<file path="config.mk">
export PLATFORM = sky130hd
export DESIGN_NAME = xadc_drp_scheduler
export DESIGN_NICKNAME = d
export VERILOG_FILES = /design/src/rtl/xadc_drp_scheduler.sv
export SDC_FILE = /design/constraint.sdc
export NUM_CORES = 1
export LEC_CHECK = 0
export ABC_AREA = 1
export CAP_MARGIN = 20
export CORE_MARGIN = 1.5
export CORE_UTILIZATION = 30
export CTS_CLUSTER_DIAMETER = 200
export DETAILED_ROUTE_END_ITERATION = 6
export GPL_TIMING_DRIVEN = 0
export SETUP_SLACK_MARGIN = 0.4
export SYNTH_ARGS = -nofsm -noshare
export SYNTH_HDL_FRONTEND = slang
export SYNTH_SLANG_ARGS = --single-unit
export TNS_END_PERCENT = 10
</file>
<file path="constraint.sdc">
create_clock -name clk -period 18.1 [get_ports clk]
set_clock_uncertainty 0.1 [all_clocks]
set_input_delay 4.525 -clock clk [delete_from_list [all_inputs] [get_ports clk]]
set_output_delay 4.525 -clock clk [all_outputs]
set_load 0.01 [all_outputs]
</file>
<file path="src/rtl/xadc_drp_scheduler.sv">
// Shares the XADC DRP between an EOS-triggered aux-channel scanner and a single-access host port.
// The scanner reduces aux channels 0-3 to a 2-bit argmax class gated by a threshold.
module xadc_drp_scheduler #(
  parameter int unsigned TIMEOUT_CYCLES = 255,
  parameter logic [6:0]  AUX_BASE_ADDR  = 7'h10
) (
  input  logic        clk,
  input  logic        rst,
  input  logic        eos,
  input  logic        drdy,
  input  logic [15:0] do_data,
  output logic [6:0]  daddr,
  output logic        den,
  output logic        dwe,
  output logic [15:0] di,
  input  logic        host_req,
  input  logic        host_we,
  input  logic [6:0]  host_addr,
  input  logic [15:0] host_wdata,
  output logic        host_ack,
  output logic [15:0] host_rdata,
  output logic        host_err,
  input  logic [11:0] threshold,
  output logic [1:0]  network_output,
  output logic        result_valid,
  output logic        above_thresh,
  output logic        scan_overrun,
  output logic [47:0] ch_codes
);

  localparam int unsigned CntW =
      ($clog2(TIMEOUT_CYCLES + 1) > 8) ? $clog2(TIMEOUT_CYCLES + 1) : 8;
  localparam logic [CntW-1:0] CntLast = CntW'(TIMEOUT_CYCLES - 1);

  typedef enum logic [2:0] {
    StIdle, StScanIssue, StScanWait, StHostIssue, StHostWait, StDecide
  } state_e;

  state_e          state_q, state_d;
  logic [1:0]      idx_q, idx_d;
  logic [CntW-1:0] cnt_q, cnt_d;
  logic            pending_q, pending_d;
  logic            last_scan_q, last_scan_d;
  logic            hwe_q, hwe_d;
  logic [11:0]     code_q [4];
  logic [11:0]     code_d [4];
  logic [6:0]      daddr_q, daddr_d;
  logic            den_q, den_d, dwe_q, dwe_d;
  logic [15:0]     di_q, di_d;
  logic            ack_q, ack_d, err_q, err_d;
  logic [15:0]     rdata_q, rdata_d;
  logic [1:0]      net_q, net_d;
  logic            valid_q, valid_d, above_q, above_d, overrun_q, overrun_d;
  logic [47:0]     ch_codes_q, ch_codes_d;

  logic [11:0] max_code;
  logic [1:0]  max_idx;
  logic        grant_scan, timed_out;

  // Strict compare keeps the lowest index on ties.
  always_comb begin
    max_code = code_q[0];
    max_idx  = 2'd0;
    for (int i = 1; i < 4; i++) begin
      if (code_q[i] > max_code) begin
        max_code = code_q[i];
        max_idx  = 2'(i);
      end
    end
  end

  always_comb begin
    state_d     = state_q;
    idx_d       = idx_q;
    cnt_d       = cnt_q;
    last_scan_d = last_scan_q;
    hwe_d       = hwe_q;
    code_d      = code_q;
    daddr_d     = daddr_q;
    den_d       = 1'b0;
    dwe_d       = 1'b0;
    di_d        = di_q;
    ack_d       = 1'b0;
    err_d       = 1'b0;
    rdata_d     = rdata_q;
    net_d       = net_q;
    valid_d     = 1'b0;
    above_d     = above_q;
    ch_codes_d  = ch_codes_q;
    grant_scan  = 1'b0;
    timed_out   = (cnt_q == CntLast) && !drdy;

    unique case (state_q)
      StIdle: begin
        // A raw eos counts as a request so a same-cycle host_req is arbitrated fairly.
        if ((pending_q || eos) && (!host_req || !last_scan_q)) begin
          grant_scan  = 1'b1;
          last_scan_d = 1'b1;
          idx_d       = 2'd0;
          state_d     = StScanIssue;
        end else if (host_req) begin
          last_scan_d = 1'b0;
          state_d     = StHostIssue;
        end
      end
      StScanIssue: begin
        daddr_d = AUX_BASE_ADDR + {5'd0, idx_q};
        den_d   = 1'b1;
        cnt_d   = '0;
        state_d = StScanWait;
      end
      StScanWait: begin
        cnt_d = cnt_q + 1'b1;
        if (drdy || timed_out) begin
          code_d[idx_q] = drdy ? do_data[15:4] : 12'h000;
          if (idx_q == 2'd3) begin
            state_d = StDecide;
          end else begin
            idx_d   = idx_q + 2'd1;
            state_d = StScanIssue;
          end
        end
      end
      StDecide: begin
        ch_codes_d = {code_q[3], code_q[2], code_q[1], code_q[0]};
        valid_d    = 1'b1;
        above_d    = (max_code >= threshold);
        if (max_code >= threshold) net_d = max_idx;
        state_d    = StIdle;
      end
      StHostIssue: begin
        daddr_d = host_addr;
        di_d    = host_wdata;
        dwe_d   = host_we;
        hwe_d   = host_we;
        den_d   = 1'b1;
        cnt_d   = '0;
        state_d = StHostWait;
      end
      StHostWait: begin
        cnt_d = cnt_q + 1'b1;
        if (drdy) begin
          if (!hwe_q) rdata_d = do_data;
          ack_d   = 1'b1;
          state_d = StIdle;
        end else if (timed_out) begin
          rdata_d = 16'hDEAD;
          ack_d   = 1'b1;
          err_d   = 1'b1;
          state_d = StIdle;
        end
      end
      default: state_d = StIdle;
    endcase

    // One level of pending: a grant consumes the stored request, a fresh eos re-arms it.
    pending_d = grant_scan ? (pending_q && eos) : (pending_q || eos);
    overrun_d = eos && pending_q && !grant_scan;
  end

  always_ff @(posedge clk or posedge rst) begin
    if (rst) begin
      state_q     <= StIdle;
      idx_q       <= '0;
      cnt_q       <= '0;
      pending_q   <= 1'b0;
      last_scan_q <= 1'b0;
      hwe_q       <= 1'b0;
      for (int i = 0; i < 4; i++) code_q[i] <= '0;
      daddr_q     <= '0;
      den_q       <= 1'b0;
      dwe_q       <= 1'b0;
      di_q        <= '0;
      ack_q       <= 1'b0;
      err_q       <= 1'b0;
      rdata_q     <= '0;
      net_q       <= '0;
      valid_q     <= 1'b0;
      above_q     <= 1'b0;
      overrun_q   <= 1'b0;
      ch_codes_q  <= '0;
    end else begin
      state_q     <= state_d;
      idx_q       <= idx_d;
      cnt_q       <= cnt_d;
      pending_q   <= pending_d;
      last_scan_q <= last_scan_d;
      hwe_q       <= hwe_d;
      code_q      <= code_d;
      daddr_q     <= daddr_d;
      den_q       <= den_d;
      dwe_q       <= dwe_d;
      di_q        <= di_d;
      ack_q       <= ack_d;
      err_q       <= err_d;
      rdata_q     <= rdata_d;
      net_q       <= net_d;
      valid_q     <= valid_d;
      above_q     <= above_d;
      overrun_q   <= overrun_d;
      ch_codes_q  <= ch_codes_d;
    end
  end

  assign daddr          = daddr_q;
  assign den            = den_q;
  assign dwe            = dwe_q;
  assign di             = di_q;
  assign host_ack       = ack_q;
  assign host_err       = err_q;
  assign host_rdata     = rdata_q;
  assign network_output = net_q;
  assign result_valid   = valid_q;
  assign above_thresh   = above_q;
  assign scan_overrun   = overrun_q;
  assign ch_codes       = ch_codes_q;

endmodule

</file>
==> results.cfg, run 1 <==
[run_status]
status = finished, final reports clean

[clocking]
cts-root-buf = clkbuf_16
cts_resized = 0
clock_latency_ps = 430
clkSlewWorstSetupHoldPaths_ps = 60
cts_buffers = 17
cts_tree = yes
clockBufferDepth = 2
postCtsSetupRepairBufs = 0
clock_sink_count = 160
ctsHoldBuffers = 0
htreeDepth = 4

[setup_path]
crit_path_start_kind = register
cp.required_ps = 18320
endpoint_kind = register
cp_slowest_cell = dfrtp_1
worstPathBufferInverterCount = 7
path_class = register to register
reg2reg_depth = 37
arrival_ps = 6260
reg2reg_from = code_q[47]$_DFFE_PP0P_
worst_path_largest_cell_delay_ps = 400
r2r_slack_ps = 12060
cp_max_fo = 10
cp_top_family = simple AND/OR/NAND/NOR gates
reg2reg_to = network_output[0]$_DFFE_PP0P_
crit_top_cell = nand2_1

[place]
dp.cells = 1462
hpwl_mm = 17.4
place_ws_ps = 11650
gp_congestion = 0.880
io_buffers = 151

[timing]
slew_headroom_pct = 55.0
finalHoldViolCount = 0
finalCriticalPeriod_ps = 6040
tightest_slew_ps = 675
setup_viol_count_final = 0
maxSlewViolCount = 0
rsz0062_at_grt = no
setup_ws_ps = 12060
setup_tns_ps = 0
period_share_pct = 33.4
max_clock_freq_mhz = 166

[detailed_routing]
vias_per_cell = 4.65
antenna_left = 0
routedWlPerCell_um = 15.5
vias = 6955
drtIter0Drc = 508
drt_wl_total_mm = 23.1
drcViolationCount = 0
dr.pass1.iters = 5

[finish]
nets = 1251
final_cells = 1495
layout_commonest_cell = nand2_1
syn_to_final_growth_pct = 31.5
drive_gt1_share_pct = 9.72
mostFrequentLayoutCells = nand2_1 (359), dfrtp_1 (160), clkdlybuf4s50_1 (151)

[logic_synthesis]
synth_edf_count = 0
synth_area_um2 = 8150
syn-instance-count = 969
avgSynthCellArea_um2 = 8.41
synth_ff_type = dfrtp_1
ys_seq_elements = 160
ys_seq_area_share_pct = 49.1
synth_fp_nets = 1080
ys.warnings.count = 0
ys_types = 37
async_flop_share_pct = 100

[global_route]
grtUsageTotal_pct = 17.2
grt_first_pass_wirelength_mm = 37.5
grt_pass1_vias = 7012
antenna_found_initial = 4
grt_overflow = 0
grt_max_degree = 121

[min_path]
holdPathStages = 2
min_from = ch_codes[23]$_DFFE_PP0P_
hp-class = register to register
min_to = ch_codes[23]$_DFFE_PP0P_

[die]
die_w_um = 168
die_h_um = 168
floorplan.initialDensity_pct = 30.4
ioPinCount = 153
die_area_um2 = 28200
core-area_um2 = 26800
num_rows = 60

[pwr]
peakVddDrop_uv = 111
power_density_nw_per_um2 = 236
p_leak_nw = 5.30

[flow_run]
cap_violations = 0
worst max path at each step:
| stage | to | depth (start not counted) | slack [ps] | start |
|---|---|---|---|---|
| final | network_output[0]$_DFFE_PP0P_ | 37 | 12060 | code_q[47]$_DFFE_PP0P_ |
| after global routing | network_output[0]$_DFFE_PP0P_ | 36 | 11390 | code_q[31]$_DFFE_PP0P_ |
| after CTS | ch_codes[47] | 1 | 12040 | ch_codes[47]$_DFFE_PP0P_ |
| after detailed placement | network_output[0]$_DFFE_PP0P_ | 11 | 11650 | threshold[9] |
| after global placement | ch_codes[44]$_DFFE_PP0P_ | 2 | 6700 | rst |
| after floorplan | above_thresh$_DFFE_PP0P_ | 1 | 9160 | rst |
final cells by class:
| class | count | area [um2] |
|---|---|---|
| clock buffers | 19 | 433 |
| well taps | 341 | 427 |
| flip-flops and latches | 160 | 4000 |
| plain buffers | 36 | 234 |
| fillers | 2705 | 16100 |
| inverters | 94 | 365 |
| repair buffers | 152 | 1540 |
| diodes | 2 | 5.00 |
| clock inverters | 12 | 160 |
| multi-input cells | 679 | 3560 |
power by group:
group          switching (mW)  total (mW)  internal (mW)
clock                   0.153       0.371          0.218
sequential             0.0966       0.586          0.490
combinational           0.950        1.57          0.620
total                    1.20        2.53           1.33
sequential cells by signal (all words and copies together) (netlist names):
signal and cells:
pending_q 1, dwe 1, den 1, network_output 2, host_ack 1, code_q 48
hwe_q 1, idx_q 2, host_rdata 16, state_q 3, result_valid 1, host_err 1
scan_overrun 1, cnt_q 8, last_scan_q 1, ch_codes 48, daddr 7, di 16
above_thresh 1
synth_stat cells (2+ instances only):
library cell / count / share of area, %
nand2_4: 6 / 0.83
o22ai_1: 3 / 0.23
nand3_1: 49 / 3.0
buf_2: 18 / 1.1
buf_6: 9 / 1.2
a21oi_1: 29 / 1.8
o32ai_1: 2 / 0.21
inv_1: 88 / 4.1
ha_1: 54 / 8.3
o21ai_2: 29 / 3.1
nor3_1: 6 / 0.37
clkbuf_1: 7 / 0.32
a22o_1: 4 / 0.43
nand4_1: 5 / 0.38
o21ai_0: 42 / 2.6
nor2_1: 37 / 1.7
dfrtp_1: 160 / 49
nand3_2: 2 / 0.25
o21ai_1: 34 / 2.1
nand2_2: 5 / 0.38
nor2_4: 2 / 0.28
nand2_1: 359 / 17
inv_4: 2 / 0.15
inv_2: 4 / 0.18
stage by stage:
stage / hold WS (ps) / util (%) / total power [mW] / area (um2)
2_1_floorplan: 353 / - / 1.62 / 8150
3_3_place_gp: 353 / 37.7 / 2.14 / 10100
3_5_place_dp: 359 / 37.8 / 2.17 / 10100
4_1_cts: 374 / 40.0 / 2.55 / 10700
5_1_grt: 391 / 40.0 / 2.81 / 10700
6_report: 373 / 40.0 / 2.53 / 10700
metal layers:
layer,track usage (%),wire [um],up-vias
li1,-,-,3462
met1,21.9,10400,3255
met2,27.9,10600,205
met3,5.50,1710,29
met4,4.86,334,4
met5,0,26,-
logic make-up (layout without fill, tap and decap cells):
logic type / Yosys count / in the layout / share of synthesized area, %
AO/OA/AOI/OAI: 149 / 149 / 11.0
XOR/XNOR: 1 / 1 / 0.107
adder cells (fa/ha/maj): 54 / 54 / 8.29
buffers and inverters: 130 / 313 / 7.26
flip-flops: 160 / 160 / 49.1
other: 0 / 2 / 0
AND/OR/NAND/NOR: 475 / 475 / 24.2
tightest hold or removal path: stages (launching register included):
cell and delay [ps]:
dfrtp_1 340, nand2_1 50, nand2_1 50
(Power assumes the default switching activity.)
==> inputs of run 2 (changes only) <==
==> constraint.sdc (replaced) <==
create_clock -name clk -period 4.95 [get_ports clk]
set_clock_uncertainty 0.1 [all_clocks]
set_input_delay 1.2375 -clock clk [delete_from_list [all_inputs] [get_ports clk]]
set_output_delay 1.2375 -clock clk [all_outputs]
set_load 0.01 [all_outputs]
==> results.cfg, run 2 (synthesis results as in run 1) <==
[run_status]
violations = setup timing
status = finished, violations left

[place]
io_buffers = 151
gp_congestion = 0.867
dpl_cell_area_um2 = 10200
place_ws_ps = -991
hpwl_mm = 18.1

[detailed_routing]
routedWlPerCell_um = 16.0
drtIter0Drc = 456
vias = 7251
drcViolationCount = 0
antenna_left = 0
dr.pass1.iters = 5
vias_per_cell = 4.73
drt_wl_total_mm = 24.5

[setup_path]
worstPathBufferInverterCount = 8
arrival_ps = 5490
path_class = register to register
crit_path_start_kind = register
worst_path_largest_cell_delay_ps = 370
reg2reg_depth = 39
cp_max_fo = 5
reg2reg_to = network_output[1]$_DFFE_PP0P_
cp.required_ps = 5180
cp_slowest_cell = dfrtp_1
crit_top_cell = nand2_1
reg2reg_from = code_q[41]$_DFFE_PP0P_
endpoint_kind = register
r2r_slack_ps = -310
cp_top_family = simple AND/OR/NAND/NOR gates

[global_route]
grtUsageTotal_pct = 17.8
antenna_found_initial = 1
grt_max_degree = 39
grt_pass1_vias = 7171
grt_first_pass_wirelength_mm = 38.8
grt_overflow = 0

[finish]
mostFrequentLayoutCells = nand2_1 (345), dfrtp_1 (157), clkdlybuf4s50_1 (151)
n_antenna_cell = 0
fin_area_um2 = 11400
drive_gt1_share_pct = 18.0
syn_to_final_growth_pct = 39.2
nets = 1290
fin_util_pct = 42.4
layout_commonest_cell = nand2_1

[timing]
max_clock_freq_mhz = 190
period_share_pct = 106
finalHoldViolCount = 0
rsz0062_at_grt = yes
finalCriticalPeriod_ps = 5260
slew_headroom_pct = 43.3
maxSlewViolCount = 0
whs_ps = 375
setup_ws_ps = -307
setup_viol_count_final = 3
tightest_slew_ps = 849

[die]
ioPinCount = 153
num_rows = 60
floorplan.initialDensity_pct = 30.4
die_area_um2 = 28200
die_h_um = 168
die_w_um = 168
core-area_um2 = 26800

[clocking]
cts_buffers = 17
clock_sink_count = 160
cts_tree = yes
clkSlewWorstSetupHoldPaths_ps = 70
clock_latency_ps = 440
htreeDepth = 4
cts-root-buf = clkbuf_16
clockBufferDepth = 2

[min_path]
min_to = ch_codes[19]$_DFFE_PP0P_
hp-class = register to register
min_from = ch_codes[19]$_DFFE_PP0P_
holdPathStages = 2

[flow_run]
cap_violations = 0
[run 2: cell types whose count changed in the layout (fill, tap and decap cells not counted), moves of 11 or more]
cell and delta:
ha_4 +11, ha_1 -11, buf_4 +33, nand2_2 +13
nand2_1 -14
[run 2: tightest hold or removal path, cell delays in order, from the launching register on]
cell and delay (ps):
dfrtp_1 350, nand2_1 50, nand2_1 50
[run 2: repair_timing]
action | in CTS | in global routing
pin swaps | 16 | 15
hold endpoints to repair | 0 | 0
buffers inserted | 29 | 4
endpoints found under the setup margin | 3 | 3
hold buffers | 0 | 0
cloned | 2 | 1
gates resized for setup | 63 | 26
[run 2: metal layers]
metal / global-route usage [%] / up-vias / wire (um)
met2: 29.9 / 232 / 11500
met5: 0 / - / 0
met4: 4.47 / 0 / 358
li1: - / 3555 / -
met1: 22.4 / 3436 / 10800
met3: 5.55 / 28 / 1880
[run 2: worst max-delay path by stage]
| stage | depth (start not counted) | endpoint | start |
|---|---|---|---|
| 6_report | 39 | network_output[1]$_DFFE_PP0P_ | code_q[41]$_DFFE_PP0P_ |
| 3_3_place_gp | 37 | network_output[1]$_DFFE_PP0P_ | code_q[47]$_DFFE_PP0P_ |
| 5_1_grt | 40 | network_output[1]$_DFFE_PP0P_ | code_q[39]$_DFFE_PP0P_ |
| 3_5_place_dp | 40 | network_output[1]$_DFFE_PP0P_ | code_q[47]$_DFFE_PP0P_ |
| 4_1_cts | 37 | network_output[1]$_DFFE_PP0P_ | code_q[41]$_DFFE_PP0P_ |
| 2_1_floorplan | 37 | network_output[0]$_DFFE_PP0P_ | code_q[35]$_DFFE_PP0P_ |
[run 2: per-stage QoR]
step,TNS [ps],instances
after floorplan,0,969
after global placement,-2680,1461
after detailed placement,-2850,1465
after CTS,-514,1528
after global routing,-1830,1533
final,-812,1533
[run 2: cell type report]
type	count	area, um2
well taps	341	427
clock inverters	10	80.1
fillers	2634	15400
plain buffers	36	275
multi-input cells	679	3860
flip-flops and latches	160	4010
repair buffers	191	1870
inverters	94	362
clock buffers	22	474
Power of run 2 is not shown: default switching activity piles up to over one toggle a cycle in this logic, so the estimate is an artifact.
